===== src/rtl/nn_param_loader.sv =====
// Streaming parameter loader: assembles NEURONS*(M+1) stream words into a shadow
// bank and commits it atomically to the layer's weight/bias ports on a well-framed transfer.
module nn_param_loader #(
  parameter int NEURONS = 2,
  parameter int M       = 11,
  parameter int W       = 8,
  parameter int B       = 8
) (
  input  logic                    clk,
  input  logic                    rstn,
  input  logic [7:0]              s_data,
  input  logic                    s_valid,
  input  logic                    s_last,
  output logic                    s_ready,
  input  logic                    run_en,
  output logic [NEURONS*M*W-1:0]  weights,
  output logic [NEURONS*B-1:0]    biases,
  output logic                    load_params,
  output logic                    params_ok,
  output logic                    commit,
  output logic                    frame_err,
  output logic [1:0]              state_dbg
);

  localparam int PW = $clog2(M + 1);
  localparam int NW = (NEURONS > 1) ? $clog2(NEURONS) : 1;
  localparam logic [PW-1:0] POS_LAST  = PW'(M);
  localparam logic [NW-1:0] NIDX_LAST = NW'(NEURONS - 1);

  typedef enum logic [1:0] {
    IDLE   = 2'd0,
    LOAD   = 2'd1,
    COMMIT = 2'd2,
    DRAIN  = 2'd3
  } state_t;

  state_t state, state_nxt;

  logic [PW-1:0]            pos;
  logic [NW-1:0]            nidx;
  logic [NEURONS*M*W-1:0]   shadow_w;
  logic [NEURONS*B-1:0]     shadow_b;

  logic ready_st;
  logic xfer;
  logic last_slot;
  logic shadow_we;
  logic err_set;
  logic cnt_clr;
  logic cnt_inc;
  logic do_commit;

  // Handshake: a word transfers on a rising edge where s_valid and s_ready are both high;
  // s_valid may drop at any time and the loader holds state and counters while it is low.
  assign s_ready   = rstn & ready_st;
  assign xfer      = s_valid & s_ready;
  assign last_slot = (nidx == NIDX_LAST) && (pos == POS_LAST);
  assign state_dbg = state;

  always_ff @(posedge clk or negedge rstn) begin
    if (!rstn) state <= IDLE;
    else       state <= state_nxt;
  end

  always_comb begin
    state_nxt = state;
    case (state)
      IDLE, LOAD: begin
        if (xfer) begin
          if (last_slot)   state_nxt = s_last ? COMMIT : DRAIN;
          else if (s_last) state_nxt = IDLE;
          else             state_nxt = LOAD;
        end
      end
      COMMIT:  state_nxt = IDLE;
      DRAIN:   if (xfer && s_last) state_nxt = IDLE;
      default: state_nxt = IDLE;
    endcase
  end

  always_comb begin
    ready_st  = (state != COMMIT);
    shadow_we = ((state == IDLE) || (state == LOAD)) && xfer;
    // Error when s_last disagrees with the slot position: early, or missing on the final word.
    err_set   = shadow_we && (last_slot ? !s_last : s_last);
    cnt_clr   = (shadow_we && (last_slot || s_last)) || (state == COMMIT);
    cnt_inc   = shadow_we && !cnt_clr;
    do_commit = (state == COMMIT);
  end

  always_ff @(posedge clk or negedge rstn) begin
    if (!rstn) begin
      pos  <= '0;
      nidx <= '0;
    end else if (cnt_clr) begin
      pos  <= '0;
      nidx <= '0;
    end else if (cnt_inc) begin
      if (pos == POS_LAST) begin
        pos  <= '0;
        nidx <= nidx + 1'b1;
      end else begin
        pos  <= pos + 1'b1;
      end
    end
  end

  always_ff @(posedge clk or negedge rstn) begin
    if (!rstn) begin
      shadow_w <= '0;
      shadow_b <= '0;
    end else begin
      for (int j = 0; j < NEURONS; j++) begin
        for (int p = 0; p < M; p++) begin
          if (shadow_we && (nidx == NW'(j)) && (pos == PW'(p)))
            shadow_w[(j*M+p)*W +: W] <= s_data[W-1:0];
        end
        if (shadow_we && (nidx == NW'(j)) && (pos == POS_LAST))
          shadow_b[j*B +: B] <= s_data[B-1:0];
      end
    end
  end

  always_ff @(posedge clk or negedge rstn) begin
    if (!rstn) begin
      weights   <= '0;
      biases    <= '0;
      params_ok <= 1'b0;
      commit    <= 1'b0;
      frame_err <= 1'b0;
    end else begin
      commit    <= do_commit;
      frame_err <= err_set;
      if (do_commit) begin
        weights   <= shadow_w;
        biases    <= shadow_b;
        params_ok <= 1'b1;
      end
    end
  end

  assign load_params = params_ok & run_en;

endmodule


===== config.mk =====
export PLATFORM = sky130hd
export DESIGN_NAME = nn_param_loader
export DESIGN_NICKNAME = d
export VERILOG_FILES = /design/src/rtl/nn_param_loader.sv
export SDC_FILE = /design/constraint.sdc
export NUM_CORES = 1
export LEC_CHECK = 0
export ABC_AREA = 1
export CORE_ASPECT_RATIO = 2
export CORE_MARGIN = 2
export CORE_UTILIZATION = 44
export CTS_BUF_LIST = sky130_fd_sc_hd__clkbuf_4
export DETAILED_ROUTE_END_ITERATION = 8
export GPL_TIMING_DRIVEN = 0
export PLACE_DENSITY = 0.79
export SETUP_SLACK_MARGIN = 0.02
export SYNTH_ARGS = -nofsm -noshare
export SYNTH_HDL_FRONTEND = slang
export SYNTH_SLANG_ARGS = --single-unit

===== constraint.sdc =====
create_clock -name clk -period 1.7 [get_ports clk]
set_clock_uncertainty 0.1 [all_clocks]
set_input_delay 0.34 -clock clk [delete_from_list [all_inputs] [get_ports clk]]
set_output_delay 0.34 -clock clk [all_outputs]
set_load 0.005 [all_outputs]

==> impl_metrics.json <==
{
  "remaining_drc_errors": 0,
  "layout_min_cycle_time_ns": 2.04,
  "worstPathArrival_ns": 2.61,
  "cts_tree": "done",
  "ff_latch_area_sq_um": 9860,
  "type_of_origin_of_the_critical_path": "flip-flop",
  "violations": "negative hold slack, negative setup slack",
  "synth_fa_ha_area_share_pct": 0.407,
  "maxcap_violations": 0,
  "report.final.slew_viol_count": 0,
  "worst_path_largest_cell_delay_ns": 0.44,
  "synthXorXnorAreaFrac_pct": 0,
  "worstHoldPathType": "in -> async",
  "multiplexer_share_of_the_synthesized_area_pct": 0,
  "cts_buffer_depth": 3,
  "post_synth_instance_area_sq_um": 15400,
  "pwr_density_cell_nw_per_um2": 888,
  "dieHeight_um": 268,
  "drt_pre_antenna_iters": 7,
  "top_level_port_count": 212,
  "finalHoldViolations": 261,
  "area_growth_pct": 43.1,
  "ys.warnings.count": 0,
  "power.static_leakage_nw": 12.5,
  "power.share.switching_pct": 26.5,
  "ys_top_cells_by_area": "sky130_fd_sc_hd__dfrtp_1 (64%), sky130_fd_sc_hd__nand2_1 (24%), sky130_fd_sc_hd__nand3_1 (6.5%), sky130_fd_sc_hd__buf_2 (1.2%), sky130_fd_sc_hd__clkbuf_1 (1.2%)",
  "multi_input_area_sq_um": 6390,
  "internal_power_w": 0.0144,
  "synth_net_count": 1764,
  "vias": 14243,
  "yosys.area.top_type_share_pct": 64.1,
  "detail_route.vias_per_cell": 5.17,
  "dieArea_sq_um": 36600,
  "first_global_vias": 14081,
  "grt_use_total_pct": 25.5,
  "chipWidth_um": 136,
  "p_seq_share_pct": 51.8,
  "power.switching_w": 0.00519,
  "dp_slack_ns": -0.951,
  "rows": 96,
  "critPathSlowestCell": "sky130_fd_sc_hd__dfrtp_2",
  "holdWs_ns": -0.720,
  "worst-slew-pin-transition_ns": 1.06,
  "relSlewSlack_pct": 29.3,
  "num-nets-final": 2268,
  "routabilityCongestion": 0.834,
  "global_route.overflow_total": 0,
  "antenna_violations_before_repair": 1,
  "status": "complete, but fails checks",
  "dominant_combinational_cell_family_by_area_after_synthesis": "simple AND/OR/NAND/NOR gates",
  "port_buffers": 211,
  "critPathBufInv": 5,
  "synth_sequential_area_ratio_pct": 64.1,
  "pwr-share-comb_pct": 8.5,
  "global_route_wire_length_before_repair_um": 71600,
  "synth_compound_area_share_pct": 0.146,
  "cts_inserted_buffers": 86,
  "half_perimeter_wire_length_after_placement_um": 30700,
  "power.ir.vdd_worst_uv": 566,
  "clock_power_share_pct": 39.7,
  "cp_data_required_time_ns": 2.26,
  "cp_cell_sequence": "nand2_4 -> buf_4 -> buf_6 -> nand4_4 -> nor2_4 -> buf_12 -> buf_8 -> buf_12 -> nand2_8 -> nand2_4 -> nand2_1",
  "achievable-frequency_mhz": 489,
  "synth_cells": 1746,
  "layout_setup_ws_ns": -0.345,
  "clock_net_sink_count": 394,
  "ys_types": 20,
  "initialDrtViolationCount": 878,
  "end_kind": "flip-flop",
  "synth.ff_latch_count": 394,
  "floorplan.core_area_sq_um": 34400,
  "start_util_pct": 44.8,
  "htree_levels": 3,
  "clkLatencyLatePin_ns": 0.79,
  "yosys.area.top_type": "sky130_fd_sc_hd__dfrtp_1",
  "fillCellCount": 2676,
  "final_antenna_net_count": 0,
  "wirelength_um": 50300,
  "share_of_post_route_cells_with_drive_strength_above_1_pct": 38.5,
  "clock_tree.root_cell": "sky130_fd_sc_hd__clkbuf_4",
  "class_of_the_most_critical_setup_path": "reg -> reg",
  "wire_per_inst_um": 18.3,
  "worst_setup_hold_path_clk_slew_ns": 0.08,
  "setup_repair_after_global_routing_missed_its_margin": "true",
  "finalSetupTns_ns": -52.84,
  "setup_viol": 384,
  "crit_path_max_fanout": 8,
  "synth_simple_gate_area_share_pct": 32.1,
  "timing.final.crit_share_pct": 120,
  "grt_max_degree": 134,
  "crit_path_max_delay_family": "simple AND/OR/NAND/NOR gates",
  "post_synthesis_mean_instance_area_sq_um": 8.81
}
[through the flow]
stage	power [W]	cells	utilization, %	cell area [sq um]
6_report	0.0195	2757	64.1	22000
5_1_grt	0.0202	2757	64.1	22000
3_5_place_dp	0.0113	2401	52.8	18100
2_1_floorplan	0.0108	1746	-	15400
3_3_place_gp	0.0113	2398	52.6	18100
4_1_cts	0.0191	2674	57.6	19800
[metal layers]
layer / routed length (um) / track usage (%)
met1: 17100 / 27.2
met2: 27000 / 45.7
met3: 2770 / 4.25
met4: 3430 / 16.7
met5: 0 / 0
[cells in the mapped netlist (all sizes together)]
master / n
nand2: 1005
dfrtp: 394
nand3: 199
clkbuf: 48
buf: 44
inv: 21
nor2: 19
ha: 5
nand4: 4
o21ai: 3
clkinv: 2
o31ai: 1
or2: 1
[state kept, by name, indices dropped and copies added, names as in the netlist]
name,count
weights,176
commit,1
pos,4
state_dbg,2
params_ok,1
frame_err,1
nidx,1
shadow_w,176
biases,16
shadow_b,16
[cell families after synthesis]
logic type                 after synthesis
and+or+nand+nor                       1228
adders and majority gates                5
DFF                                    394
buffers and inverters                  115
AOI/OAI and AO/OA                        4
[power by group through the flow]
stage	logic (W)	registers, W	clock network (W)
detailed placement	0.00110	0.0102	0
CTS	0.00130	0.0100	0.00779
floorplan	0.000594	0.0102	0
finish	0.00166	0.0101	0.00775
global route	0.00181	0.0102	0.00827
global placement	0.00104	0.0102	0
[worst paths after layout]
kind                                from  slack [ns]      endpoint  cells after the start
max                         state_dbg[1]       -0.34   shadow_b[4]                     11
min                                 rstn       -0.72   weights[91]                      1
max reg2reg                 state_dbg[1]       -0.34   shadow_b[4]                     11
min reg2reg                shadow_w[135]        0.38  weights[135]                      2
max in group asynchronous           rstn        0.68   weights[45]                      3
min in group clk                  s_last        0.18  state_dbg[0]                      4
[cells in the final DEF, fill, tap and decap left out, types with 23 or more instances in the layout]
master / synthesis / routed
sky130_fd_sc_hd__nand2_1: 998 / 828
sky130_fd_sc_hd__dfrtp_1: 394 / 392
sky130_fd_sc_hd__buf_2: 37 / 205
sky130_fd_sc_hd__buf_4: 5 / 182
sky130_fd_sc_hd__nand3_1: 199 / 130
sky130_fd_sc_hd__clkbuf_4: 0 / 129
sky130_fd_sc_hd__nand2_2: 7 / 128
sky130_fd_sc_hd__nand3_2: 0 / 64
sky130_fd_sc_hd__nand2_4: 0 / 26
sky130_fd_sc_hd__buf_6: 0 / 24
sky130_fd_sc_hd__nand2_8: 0 / 23
[area by class of cell]
type	count	area share [%]
inverters	23	0.477
well taps	441	2.51
repair buffers	419	14.7
diodes	1	0.0114
clock buffers	123	4.19
clock inverters	30	1.03
flip-flops and latches	394	44.8
plain buffers	89	3.27
multi-input cells	1237	29.0
[timing repair]
item,in CTS,in global routing
endpoints found under the hold margin,261,261
gates cloned,2,14
setup buffers,119,73
gates resized for setup,959,399
endpoints found under the setup margin,582,485
pin swaps,15,134
No activity file was read; power rests on OpenSTA's default activity.
